$ cat src/rtl/trap_ctrl.sv
// Trap sequencer: synchronises interrupt lines, picks the EX boundary for trap entry,
// and sequences MRET and WFI. Define TRAP_CTRL_VECTORED_EN for vectored mtvec targets.
module trap_ctrl #(
  parameter logic [31:0] MTVEC_ADDR  = 32'h0001_0000,
  parameter int          SYNC_STAGES = 2
) (
  input  logic        clk,
  input  logic        rst,
  input  logic        intr_ex,
  input  logic        intr_t,
  input  logic        csr_mstatus_mie,
  input  logic        csr_mie_meie,
  input  logic        csr_mie_mtie,
  input  logic [31:0] csr_mepc,
  input  logic [31:0] E_pc,
  input  logic        E_valid,
  input  logic        stall,
  input  logic        is_mret,
  input  logic        is_wfi,
  output logic        trap_enter,
  output logic        trap_return,
  output logic [31:0] mepc_o,
  output logic [31:0] mcause_o,
  output logic        flush,
  output logic        redirect_valid,
  output logic [31:0] redirect_pc,
  output logic        sleep
);
  typedef enum logic [1:0] {IDLE, ENTER, RETURN, SLEEP} state_e;

  state_e                 state_q;
  logic [SYNC_STAGES-1:0] sync_q;
  logic                   trap_enter_q, trap_return_q, flush_q, rv_q, sleep_q;
  logic [31:0]            mepc_q, mcause_q, rpc_q, wfi_pc_q;

  logic        ex_s, ex_pend, t_pend, pend, take, boundary;
  logic [3:0]  cause_code;
  logic [31:0] cause_sel, enter_pc;

  assign ex_s       = sync_q[SYNC_STAGES-1];
  assign ex_pend    = ex_s & csr_mie_meie;
  assign t_pend     = intr_t & csr_mie_mtie;
  assign pend       = ex_pend | t_pend;
  assign take       = pend & csr_mstatus_mie;
  assign boundary   = E_valid & ~stall;
  assign cause_code = ex_pend ? 4'd11 : 4'd7;
  assign cause_sel  = {1'b1, 27'd0, cause_code};

`ifdef TRAP_CTRL_VECTORED_EN
  assign enter_pc = {MTVEC_ADDR[31:2] + {26'd0, cause_code}, 2'b00};
`else
  assign enter_pc = MTVEC_ADDR;
`endif

  always_ff @(posedge clk) begin
    if (rst) sync_q <= '0;
    else     sync_q <= {sync_q[SYNC_STAGES-2:0], intr_ex};
  end

  always_ff @(posedge clk) begin
    if (rst) begin
      state_q       <= IDLE;
      trap_enter_q  <= 1'b0;
      trap_return_q <= 1'b0;
      flush_q       <= 1'b0;
      rv_q          <= 1'b0;
      sleep_q       <= 1'b0;
      mepc_q        <= '0;
      mcause_q      <= '0;
      rpc_q         <= '0;
      wfi_pc_q      <= '0;
    end else begin
      trap_enter_q  <= 1'b0;
      trap_return_q <= 1'b0;
      flush_q       <= 1'b0;
      rv_q          <= 1'b0;
      rpc_q         <= '0;
      case (state_q)
        IDLE: begin
          sleep_q <= 1'b0;
          if (take && boundary) begin
            state_q      <= ENTER;
            trap_enter_q <= 1'b1;
            flush_q      <= 1'b1;
            rv_q         <= 1'b1;
            rpc_q        <= enter_pc;
            mepc_q       <= E_pc;
            mcause_q     <= cause_sel;
          end else if (is_mret && boundary) begin
            state_q       <= RETURN;
            trap_return_q <= 1'b1;
            flush_q       <= 1'b1;
            rv_q          <= 1'b1;
          end else if (is_wfi && boundary && !pend) begin
            state_q  <= SLEEP;
            sleep_q  <= 1'b1;
            wfi_pc_q <= E_pc;
          end
        end
        ENTER, RETURN: state_q <= IDLE;
        SLEEP: begin
          // Wake ignores mstatus.MIE; with MIE clear we just fall through past the WFI.
          if (pend) begin
            sleep_q <= 1'b0;
            if (csr_mstatus_mie) begin
              state_q      <= ENTER;
              trap_enter_q <= 1'b1;
              flush_q      <= 1'b1;
              rv_q         <= 1'b1;
              rpc_q        <= enter_pc;
              mepc_q       <= wfi_pc_q + 32'd4;
              mcause_q     <= cause_sel;
            end else begin
              state_q <= IDLE;
            end
          end
        end
        default: state_q <= IDLE;
      endcase
    end
  end

  assign trap_enter     = trap_enter_q;
  assign trap_return    = trap_return_q;
  assign flush          = flush_q;
  assign redirect_valid = rv_q;
  // MRET target is taken live from the CSR during the RETURN cycle.
  assign redirect_pc    = (state_q == RETURN) ? csr_mepc : rpc_q;
  assign sleep          = sleep_q;
  assign mepc_o         = mepc_q;
  assign mcause_o       = mcause_q;
endmodule

$ cat config.mk
export PLATFORM = sky130hd
export DESIGN_NAME = trap_ctrl
export DESIGN_NICKNAME = d
export VERILOG_FILES = /design/src/rtl/trap_ctrl.sv
export SDC_FILE = /design/constraint.sdc
export NUM_CORES = 1
export LEC_CHECK = 0
export BUFFER_PORTS_ARGS = -buffer_cell sky130_fd_sc_hd__buf_2
export CAP_MARGIN = 20
export CELL_PAD_IN_SITES_DETAIL_PLACEMENT = 2
export CELL_PAD_IN_SITES_GLOBAL_PLACEMENT = 2
export CORE_UTILIZATION = 28
export CTS_CLUSTER_DIAMETER = 120
export DETAILED_ROUTE_END_ITERATION = 16
export GPL_TIMING_DRIVEN = 1
export HOLD_SLACK_MARGIN = 0.15
export PLACE_DENSITY = 0.93
export SLEW_MARGIN = 15
export SYNTH_ARGS = -nofsm -noshare
export SYNTH_HDL_FRONTEND = slang
export SYNTH_SLANG_ARGS = --single-unit
$ cat constraint.sdc
create_clock -name clk -period 3.9 [get_ports clk]
set_input_delay 0.585 -clock clk [delete_from_list [all_inputs] [get_ports clk]]
set_output_delay 0.585 -clock clk [all_outputs]
set_load 0.01 [all_outputs]
; Word level (Yosys, flattened, before mapping)
; Cells that the tools add are included.
[word_totals]
elab_cells = 72
out_inout_bits = 101
regBits = 136
input_bits = 75
[classes]
eq_ne = 7
n_reduce_logical = 13
n_addsub = 1
mux = 32
n_bitwise = 9
[op_table]
columns = operator, count
row1 = $mux 32, 7
row2 = $pmux 32 s2, 2
row3 = $mux 17, 3
row4 = $pmux 17 s2, 1
row5 = $add 32x3->32 const B, 1
row6 = $mux 1, 10
row7 = $mux 2, 4
row8 = $reduce_and 4->1, 2
row9 = $ne 2x2->1 const B, 3
row10 = $pmux 1 s2, 3
row11 = $pmux 2 s3, 1
row12 = $and 1x1->1, 4
row13 = $eq 2x2->1 const B, 2
row14 = $logic_and 1x1->1, 4
row15 = $mux 4, 1
row16 = $ne 4x4->1 const B, 1
row17 = $not 1->1, 4
row18 = $reduce_and 2->1, 2
row19 = $reduce_or 3->1, 1
row20 = $eq 2x1->1 const B, 1
row21 = $logic_not 2->1, 1
row22 = $reduce_bool 2->1, 1
row23 = $reduce_or 2->1, 1
row24 = $logic_not 1->1, 1
row25 = $or 1x1->1, 1

; Logic depth before layout (Yosys ltp)
[logic_depth]
word_depth = 8
depth_mapped = 8
mapped_depth_nobuf = 7

; Worst setup path before layout
; OpenSTA, ideal clock, no wires.
[synth_path]
kind = register to register
from = register wfi_pc_q[10]
to = register mepc_q[31], in the netlist mepc_o[31]
setup_time_ps = 117
synth_period_minus_slack_ps = 2012
slack_ps = 1888
stages_incl_launch_ff = 7
required_ps = 3783
arrival_time_ps = 1895
n_path_buf = 1
cell_sequence = dfxtp_1 -> buf_2 -> nand4_4 -> or4_4 -> or3b_4 -> o221a_1 -> a22o_1
[synth_via]
elab_chain_len = 4
[synth_rtl]
columns = element, line_no
row1 = from (decl), 34  ; logic [31:0] mepc_q, mcause_q, rpc_q, wfi_pc_q;
row2 = from (signal assigned), 97  ; wfi_pc_q <= E_pc;
row3 = $add 32x3->32, 111  ; mepc_q <= wfi_pc_q + 32'd4;
row4 = $mux 32, 105  ; if (csr_mstatus_mie) begin
row5 = $mux 32, 103  ; if (pend) begin
row6 = $pmux 32 s2, 78  ; case (state_q)
row7 = to (signal assigned), 87  ; mepc_q <= E_pc;
row8 = to (signal assigned), 111
row9 = to (decl), 34
; No other way between the ends. The select of a mux whose other input is x is not followed.
; A chain may end at the register's enable or synchronous reset.

; Final worst setup path
[layout_path]
from = register state_q[0]
to = output redirect_pc[16]
[layout_via]
elab_chain_len = 2
[layout_rtl]
columns = element, line_no
row1 = from (decl), 31  ; state_e state_q;
row2 = from (signal assigned), 62  ; state_q <= IDLE;
row3 = from (signal assigned), 82  ; state_q <= ENTER;
row4 = from (signal assigned), 90  ; state_q <= RETURN;
row5 = $eq 2x2->1, 128  ; assign redirect_pc = (state_q == RETURN) ? csr_mepc : rpc_q;
row6 = $mux 32, 128
row7 = to (decl), 26  ; output logic [31:0] redirect_pc,
; No other way between the ends.

==> metrics.md <==
| Metric | Value |
|---|---|
| Outcome | `finished clean` |
| Post-route ant nets | `0` |
| Internal | `2.010 mW` |
| WL per Instance | `approximately 22 µm` |
| Setup slack after placement | `1.211 ns` |
| Fraction of post-synthesis cell area in the top cell type by area | `36.50%` |
| F_max | `385.8 MHz` |
| Most frequently used flop master after synthesis | `sky130_fd_sc_hd__dfxtp_1` |
| Total via count after detailed routing | `4442` |
| Parity-gate share of the synthesized area counting xor and xnor cells | `4.471%` |
| Data arrival time of the critical path | `2.01 ns` |
| Final number of hold-violating endpoints | `0` |
| Category of the most critical setup path | `flop to output port` |
| Post-Synthesis Cells | `522` |
| Final weighted congestion in routability-driven placement | `between 0.8 and 0.9` |
| Core outline area | `14100 µm²` |
| Slew of the pin with the lowest slew margin | `just over 1 ns` |
| Area share of and/or/nand/nor cells after synthesis | `between 20% and 30%` |
| Number of clock sinks | `75` |
| Final WS setup | `1.308 ns` |
| Proportion of synthesized area in mux cells | `2.737%` |
| Clk network pwr share | `28.8%` |
| Synth Register Bits | `75` |
| Total routed wirelength | `18180 µm` |
| Clock Path Buffers | `2` |
| FFs w/ async S/R, synth | `0%` |
| Post-detail-place hpwl | `12360 µm` |
| Die area | `about 15000 µm²` |
| Sequential cell fraction of total power | `31.6%` |
| Number of CTS-inserted buffers | `9` |
| Reg clk slew, reported paths | `0.06 ns` |
| Static leakage | `2.208 nW` |
| Post-layout nets | `roughly 730` |
| Cell types occupying the most area after synthesis | `sky130_fd_sc_hd__dfxtp_1, sky130_fd_sc_hd__nand2_1, sky130_fd_sc_hd__a21oi_1` |
| Number of enable-type register cells in the synthesized netlist | `0` |
| Wire length of the first global-routing pass | `27710 µm` |
| Share of total power consumed by net switching | `a little under two fifths` |
| Register area share after synthesis | `36.50%` |
| Dominant cell type by area after synthesis | `sky130_fd_sc_hd__dfxtp_1` |
| Power dissipated by switching net loads | `1.241 mW` |
| Post-synthesis instance area | `4114 µm²` |
| CTS tree | `built` |
| Length of the first detailed-routing pass in iterations | `4` |
| I/O pin total | `176` |
| PostCTS Resize Cnt | `0` |
| Number of warnings issued by yosys | `0` |
| Post-route setup TNS | `0 ns` |
| Number of DRC markers after the initial detailed-route iteration | `273` |
| Post-synth cell types | `53` |
| Pin count of the biggest net entering global routing | `44` |
| Number of global-route vias before repair | `4857` |
| Placement Rows | `43` |
| Final worst path period share | `66.45%` |
| Worst skew pair latency | `0.34 ns` |
| Vertical die dimension | `approximately 120 µm` |
| Fraction of the mapped netlist area in adder cells | `1.521%` |
| Dominant combinational cell family by area after synthesis | `simple AND/OR/NAND/NOR gates` |
| Cell at the root of the clock tree | `sky130_fd_sc_hd__clkbuf_16` |
| IR drop worst, VDD | `~270 µV` |
| Data required, critical path | `3.31 ns` |
| Buffers on Ports | `around 150` |
| Share of the synthesized area in compound gates (AO/OA/AOI/OAI) | `18.70%` |
| Fraction of final layout cells with drive strength greater than 1 | `27.85%` |
| DR vias/cell | `5.301` |
| Cell area power density | `621.8 nW/µm²` |
| Number of failing setup endpoints in the final timing report | `0` |
| Aggregate global-route resource usage | `24.16%` |
| Highest fanout seen on the critical path | `32` |
| Core occupancy in the finished layout | `37.09%` |
| Setup Buffers After CTS | `0` |
| Critical Path Source Type | `flop` |
| Layout Area Growth over Synthesis | `27.10%` |
| Hold/Removal Path Class | `flop to flop` |
| Residual overflow from global routing | `0` |
| Synthesized area per cell | `7.881 µm²` |
| Unrepaired setup endpoints after global routing | `false` |
| Shortest period the worst path allows | `2.592 ns` |
| Fill count | `1625` |
| Clock Skews | `0.007211 ns` |
| Max Cap Violations | `0` |
| Number of design rule violations left after detail routing | `0` |
| Antenna violations before repair | `1` |
| Element type at the critical path end | `output port` |
| Initial cell density of the core | `29.19%` |
| Combinational power share | `approximately 40%` |
| H-tree depth reported by CTS | `3` |
| # hold bufs at CTS | `0` |
| Horizontal extent of the die | `123.2 µm` |
| Worst rel slew slack | `30.58%` |
| Count of final max-slew check failures | `0` |
[metal layers]
layer,part of all wire [%],GRT usage [%]
met5,0,0
met4,3.4,11.45
met3,6.4,3.921
met2,51,44.20
met1,39,27.10
[final timing paths]
check,startpoint,slack (ns),to,cells past startpoint
setup / recovery,state_q[0],1.31,redirect_pc[16],4
hold / removal,mepc_o[4],0.46,mepc_o[4],2
setup reg to reg,state_q[0],1.35,mepc_o[13],6
hold reg to reg,mepc_o[4],0.46,mepc_o[4],2
[cell usage after synthesis (6+ instances only)]
master,n
sky130_fd_sc_hd__clkbuf_1,29
sky130_fd_sc_hd__nor2b_1,9
sky130_fd_sc_hd__mux2i_1,9
sky130_fd_sc_hd__nand3_1,9
sky130_fd_sc_hd__a22o_1,10
sky130_fd_sc_hd__nor3_1,6
sky130_fd_sc_hd__and2_1,34
sky130_fd_sc_hd__a211oi_1,6
sky130_fd_sc_hd__o22ai_1,6
sky130_fd_sc_hd__o21ai_0,11
sky130_fd_sc_hd__dfxtp_1,75
sky130_fd_sc_hd__buf_4,30
sky130_fd_sc_hd__nand4_1,9
sky130_fd_sc_hd__nor4_1,9
sky130_fd_sc_hd__a21oi_1,50
sky130_fd_sc_hd__nand2_1,89
sky130_fd_sc_hd__xor2_1,10
sky130_fd_sc_hd__inv_1,7
sky130_fd_sc_hd__xnor2_1,11
sky130_fd_sc_hd__nor2_1,34
[cell families (layout without fill, tap and decap cells)]
family | count (synthesis) | in the layout
AO/OA/AOI/OAI | 119 | 119
XOR/XNOR | 21 | 21
adder cells (fa/ha/maj) | 5 | 5
buffers and inverters | 69 | 178
flip-flops | 75 | 75
multiplexers | 11 | 11
other | 1 | 28
AND/OR/NAND/NOR | 221 | 221
[power by group through the flow]
stage | clock, mW | combinational, mW | sequential (mW)
final | 0.935 | 1.29 | 1.03
after global routing | 0.968 | 1.42 | 1.04
after CTS | 0.939 | 1.29 | 1.03
after detailed placement | 0 | 1.27 | 1.04
after global placement | 0 | 1.19 | 1.03
after floorplan | 0 | 0.736 | 1.08
[worst max-delay path: stages, from the launching register on]
cell and delay, ns:
sky130_fd_sc_hd__dfxtp_1 0.32, sky130_fd_sc_hd__inv_1 0.13, sky130_fd_sc_hd__ha_1 0.66, sky130_fd_sc_hd__mux2_2 0.41, sky130_fd_sc_hd__buf_2 0.14
[flip-flops by register name, summed over array words and instances, names as in the netlist]
signal,count
trap_return,1
mepc_o,32
redirect_valid,1
mcause_o,3
wfi_pc_q,32
state_q,2
sync_q,2
sleep,1
rpc_q,1
[cell usage in the layout (no fill, tap or decap), types with 3 or more instances in the layout]
cell type / n
sky130_fd_sc_hd__a21o_1: 4
sky130_fd_sc_hd__and4_1: 3
sky130_fd_sc_hd__mux2i_1: 9
sky130_fd_sc_hd__and3_1: 5
sky130_fd_sc_hd__buf_4: 6
sky130_fd_sc_hd__nand4_1: 9
sky130_fd_sc_hd__ha_1: 4
sky130_fd_sc_hd__a22o_1: 10
sky130_fd_sc_hd__and2_1: 34
sky130_fd_sc_hd__a2111oi_0: 3
sky130_fd_sc_hd__nand3_1: 9
sky130_fd_sc_hd__a31oi_1: 4
sky130_fd_sc_hd__a211o_1: 5
sky130_fd_sc_hd__xnor2_1: 11
sky130_fd_sc_hd__nor2b_1: 9
sky130_fd_sc_hd__a221oi_1: 3
sky130_fd_sc_hd__a21oi_1: 49
sky130_fd_sc_hd__xor2_1: 10
sky130_fd_sc_hd__o21ai_0: 11
sky130_fd_sc_hd__a211oi_1: 6
sky130_fd_sc_hd__o22ai_1: 6
sky130_fd_sc_hd__clkbuf_16: 9
sky130_fd_sc_hd__dfxtp_1: 75
sky130_fd_sc_hd__buf_2: 148
sky130_fd_sc_hd__nand2_1: 89
sky130_fd_sc_hd__conb_1: 27
sky130_fd_sc_hd__o211ai_1: 4
sky130_fd_sc_hd__inv_1: 7
sky130_fd_sc_hd__nor3_1: 5
sky130_fd_sc_hd__nor2_1: 34
sky130_fd_sc_hd__nor4_1: 8
[stage by stage]
stage	instance area, µm²	hold WS, ns	cells	power, mW
2_1_floorplan	4212	0.4138	548	1.812
3_3_place_gp	4890	0.4338	821	2.226
3_5_place_dp	4890	0.4426	821	2.307
4_1_cts	5219	0.4613	837	3.262
5_1_grt	5229	0.4782	838	3.428
6_report	5229	0.4605	838	3.251
[cell type report]
class	instances	area, µm²	area share (%)
Multi-Input combinational cell	404	2355	45.03
Sequential cell	75	1501	28.72
Timing Repair Buffer	154	785.8	15.03
Clock buffer	12	256.5	4.905
Tap cell	180	225.2	4.307
Clock inverter	4	72.57	1.388
Inverter	8	30.03	0.5743
Antenna cell	1	2.502	0.04786
Power figures use the tool's default switching activity.
